<file path="config.mk">
export PLATFORM = sky130hd
export DESIGN_NAME = ssm3_fu
export DESIGN_NICKNAME = d
export VERILOG_FILES = /design/src/rtl/ssm3_fu.sv
export SDC_FILE = /design/constraint.sdc
export NUM_CORES = 1
export LEC_CHECK = 0
export BUFFER_PORTS_ARGS = -buffer_cell sky130_fd_sc_hd__buf_2
export CORE_MARGIN = 2
export CORE_UTILIZATION = 49
export CTS_CLUSTER_DIAMETER = 30
export DETAILED_ROUTE_END_ITERATION = 16
export PLACE_DENSITY = 0.8
export SLEW_MARGIN = 10
export SYNTH_ARGS = -nofsm -noshare
export SYNTH_HDL_FRONTEND = slang
export SYNTH_SLANG_ARGS = --single-unit
</file>
<file path="constraint.sdc">
create_clock -name g_clk -period 1.53 [get_ports g_clk]
set_input_delay 0.306 -clock g_clk [delete_from_list [all_inputs] [get_ports g_clk]]
set_output_delay 0.306 -clock g_clk [all_outputs]
set_load 0.005 [all_outputs]
</file>
<file path="src/rtl/ssm3_fu.sv">
// ssm3_fu: SM3 P0/P1 permutation unit (ssm3.p0 / ssm3.p1) for the execute stage.
// Either a single output-register pipeline or an iterative datapath with one shared rotator.
//
// Iterative FSM:
//   state | meaning
//   IDLE  | ready for a new op; on accept x/op/rd captured and acc <= x
//   ROT_A | acc <= acc ^ rol32(x, op ? 15 : 9)
//   ROT_B | acc <= acc ^ rol32(x, op ? 23 : 17)
//   DONE  | result presented on out_*, held until out_ready
module ssm3_fu #(
    parameter int XLEN      = 32,
    parameter bit ITERATIVE = 1'b0
) (
    input  logic            g_clk,
    input  logic            g_reset,
    input  logic            flush,
    input  logic            in_valid,
    output logic            in_ready,
    input  logic            in_op,
    input  logic [XLEN-1:0] in_rs1,
    input  logic [4:0]      in_rd,
    output logic            out_valid,
    input  logic            out_ready,
    output logic [XLEN-1:0] out_result,
    output logic [4:0]      out_rd
);

    typedef enum logic [1:0] {
        IDLE  = 2'd0,
        ROT_A = 2'd1,
        ROT_B = 2'd2,
        DONE  = 2'd3
    } state_t;

    function automatic logic [31:0] rol32(input logic [31:0] v, input logic [4:0] n);
        logic [63:0] d;
        d = {v, v} << n;
        return d[63:32];
    endfunction

    function automatic logic [XLEN-1:0] sext32(input logic [31:0] v);
        logic [XLEN-1:0] r;
        r       = {XLEN{v[31]}};
        r[31:0] = v;
        return r;
    endfunction

    logic [31:0] x;
    logic        unused_rs1;

    // Only the low word is an operand; the upper half of a 64-bit rs1 is ignored.
    assign x          = in_rs1[31:0];
    assign unused_rs1 = ^in_rs1;

    generate
        if (ITERATIVE == 1'b0) begin : g_pipe
            logic [31:0]     perm;
            logic            accept;
            logic            valid_q;
            logic [XLEN-1:0] result_q;
            logic [4:0]      rd_q;

            assign perm = in_op ? (x ^ rol32(x, 5'd15) ^ rol32(x, 5'd23))
                                : (x ^ rol32(x, 5'd9)  ^ rol32(x, 5'd17));

            assign in_ready = !g_reset && !flush && (!valid_q || out_ready);
            assign accept   = in_valid && in_ready;

            always_ff @(posedge g_clk) begin
                if (g_reset) begin
                    valid_q  <= 1'b0;
                    result_q <= '0;
                    rd_q     <= 5'd0;
                end else if (flush) begin
                    valid_q <= 1'b0;
                end else if (accept) begin
                    valid_q  <= 1'b1;
                    result_q <= (in_rd == 5'd0) ? '0 : sext32(perm);
                    rd_q     <= in_rd;
                end else if (out_ready) begin
                    valid_q <= 1'b0;
                end
            end

            assign out_valid  = valid_q;
            assign out_result = result_q;
            assign out_rd     = rd_q;
        end else begin : g_iter
            state_t      state;
            state_t      state_nxt;
            logic        accept;
            logic [31:0] x_q;
            logic        op_q;
            logic [4:0]  rd_q;
            logic [31:0] acc;
            logic [4:0]  rot_amt;
            logic [31:0] rot;

            assign in_ready = !g_reset && !flush && (state == IDLE);
            assign accept   = in_valid && in_ready;

            always_ff @(posedge g_clk) begin
                if (g_reset) begin
                    state <= IDLE;
                end else begin
                    state <= state_nxt;
                end
            end

            always_comb begin
                state_nxt = state;
                case (state)
                    IDLE:    if (accept) state_nxt = ROT_A;
                    ROT_A:   state_nxt = ROT_B;
                    ROT_B:   state_nxt = DONE;
                    DONE:    if (out_ready) state_nxt = IDLE;
                    default: state_nxt = IDLE;
                endcase
                if (flush) begin
                    state_nxt = IDLE;
                end
            end

            // The single rotator: its amount is picked by state and the captured op.
            always_comb begin
                rot_amt = 5'd0;
                if (state == ROT_A) begin
                    rot_amt = op_q ? 5'd15 : 5'd9;
                end else if (state == ROT_B) begin
                    rot_amt = op_q ? 5'd23 : 5'd17;
                end
            end

            assign rot = rol32(x_q, rot_amt);

            always_ff @(posedge g_clk) begin
                if (g_reset) begin
                    x_q  <= 32'd0;
                    op_q <= 1'b0;
                    rd_q <= 5'd0;
                    acc  <= 32'd0;
                end else if (accept) begin
                    x_q  <= x;
                    op_q <= in_op;
                    rd_q <= in_rd;
                    acc  <= x;
                end else if (!flush && (state == ROT_A || state == ROT_B)) begin
                    acc <= acc ^ rot;
                end
            end

            assign out_valid  = (state == DONE);
            assign out_result = (rd_q == 5'd0) ? '0 : sext32(acc);
            assign out_rd     = rd_q;
        end
    endgenerate

endmodule

</file>
==> qor.yml <==
outcome: "finished clean"
totalWireLength_um: 5110
hold_viol_final: 0
hp-class: "in -> reg"
final_cell_mix: "buf_2, dfxtp_1, mux2i_1"
grt_first_pass_wirelength_um: 8240
timing.fmax_ghz: 0.708
crit_required_ps: 1220
worstMarginPinSlew_ps: 654
cts.sinks: 38
fin_hold_ws_ps: 273
arrival_ps: 1110
via_per_inst: 5.15
htree_levels: 2
syn_nets: 242
drive_gt1_frac: 0.354
synthSimpleGateAreaFrac: 0.0430
die_y_um: 70.3
die_w_um: 70.3
core_sq_um: 4290
tns_ps: 0
synth_top_family_by_area: "XOR/XNOR gates"
vias: 1736
crit_path_start_kind: "flop"
final_nets: 327
ant_nets: 0
mostFrequentLayoutCell: "buf_2"
syn2layout_area_growth_pct: 27.9
grt_pass1_vias: 1732
grt_max_degree: 33
post_cts_buffers: 0
crit_slowest_cell: "dfxtp_1"
crit_start: "out_valid"
r2r_start: "out_valid"
routabilityCongestion: 0.910
wire_per_inst_um: 15.2
p_leak_nw: 1.37
ys_async_sr_fraction: 0
clock_latency_ps: 290
clk_path_buf_depth: 2
power.density_nw_per_um2: 942
dp_worst_setup_slack_ps: -406
ys.flop_type: "dfxtp_1"
root_buffer: "clkbuf_8"
syn-cell-area_sq_um: 2150
synth_seq_cells: 38
critPathMaxStageDelay_ps: 310
worst-path-max-fanout: 2
placedCellCount: 329
ys_types: 22
cts_made_buffers: 5
skew_ps: 5.36
slew_headroom: 0.563
synth.area.mux_share: 0.172
endpoint_kind: "output port"
clk_pin_slew_ps: 70
vdd_drop_max_mv: 0.513
drcViolationCount: 0
diodes: 0
synth_top_area_frac: 0.353
io_pins: 82
drt-pass1-iter-count: 4
layoutNonFillerInstCount: 337
hold_start: "in_rd[3]"
synth_edf_count: 0
syn_inst: 199
worst_slack_ps: 117
start_util: 0.501
port_buffers: 81
yosys_warnings: 0
drt-initial-drc-count: 88
fin_crit_ps: 1410
path_cells: "buf_4, nor2b_1, nor3_1, buf_2"
synth_xor_area_frac: 0.260
setup_violations: 0
track_usage: 0.214
ys_seq_area_frac: 0.353
grt-ovfl-total: 0
synth_compound_area_frac: 0.136
yosys.area.top_type: "dfxtp_1"
synth_area_leaders: "dfxtp_1, mux2i_1, xor2_1"
min_period_over_period: 0.924
dieArea_sq_um: 4940
place_hpwl_um: 3930
cts_tree: "done"
row_count: 24
nFillCells: 386
syn_area_per_cell_sq_um: 10.8
crit_type: "reg -> out"
antenna_found_initial: 0
synth_fa_ha_area_frac: 0
rsz0062_at_grt: "no"
drv_cap: 0
slew_viol_final: 0
[worst max-delay path: cells and delay by family, from the launching register on]
kind | cells | cell delay (ps)
buffers and inverters | 2 | 250
and+or+nand+nor | 2 | 250
DFF | 1 | 310
[routing by layer]
layer  global-route usage  wire length, um  vias to the layer above
met3               0.0534              295                        5
met1                0.274             2340                      806
li1                     -                -                      872
met2                0.351             2400                       53
met4               0.0705               70                        0
met5                    0                0                        -
[logic make-up after synthesis]
| group | Yosys count |
|---|---|
| muxes | 37 |
| xor gates and xnor gates | 64 |
| DFF | 38 |
| buffers and inverters | 12 |
| and+or+nand+nor | 14 |
| AOI/OAI and AO/OA | 34 |
[flip-flops by register name (all words and copies together), names as in the netlist]
name,count
out_rd,5
out_result,32
out_valid,1
[cells in the mapped netlist (2+ instances only)]
cell and n:
clkbuf_1 3, a22o_1 31, xnor2_1 31, buf_6 3, mux2i_1 37, buf_2 4, xor2_1 33, nor2_1 5
nor2_2 2, dfxtp_1 38
[repair_timing]
item | in CTS | in global routing
hold buffers | 0 | 0
endpoints found under the hold margin | 0 | 0
setup endpoints to repair | 31 | 1
pin swaps | 0 | 1
resized for setup | 1 | 0
[metrics by stage]
stage	cell area (sq um)	util	total power, mW
after global routing	2750	0.641	2.71
after detailed placement	2640	0.615	1.78
after global placement	2640	0.615	1.77
after floorplan	2150	-	1.52
final	2750	0.641	2.59
after CTS	2750	0.641	2.61
[final timing paths]
path | endpoint | slack, ps | cells after the start
worst max register to register | out_result[30] | 160 | 4
worst max-delay path | in_ready | 120 | 4
worst min-delay path | out_rd[3] | 270 | 3
worst min register to register | out_result[12] | 460 | 2
[cell type report]
class	count	area, sq um	area share
clock inverter	1	30.0	0.0109
sequential	38	761	0.276
inverter	1	3.75	0.00136
multi-input combinational	149	1330	0.482
tap	52	65.1	0.0236
clock buffer	7	76.3	0.0277
timing repair buffer	89	490	0.178
[power breakdown]
part / internal [mW] / leakage (nW) / total [mW] / switching (mW)
combinational: 0.336 / 1.01 / 0.679 / 0.343
sequential: 1.06 / 0.310 / 1.09 / 0.0337
clock: 0.488 / 0.0524 / 0.825 / 0.337
total: 1.88 / 1.37 / 2.59 / 0.714
No activity file was read; power rests on OpenSTA's default activity.
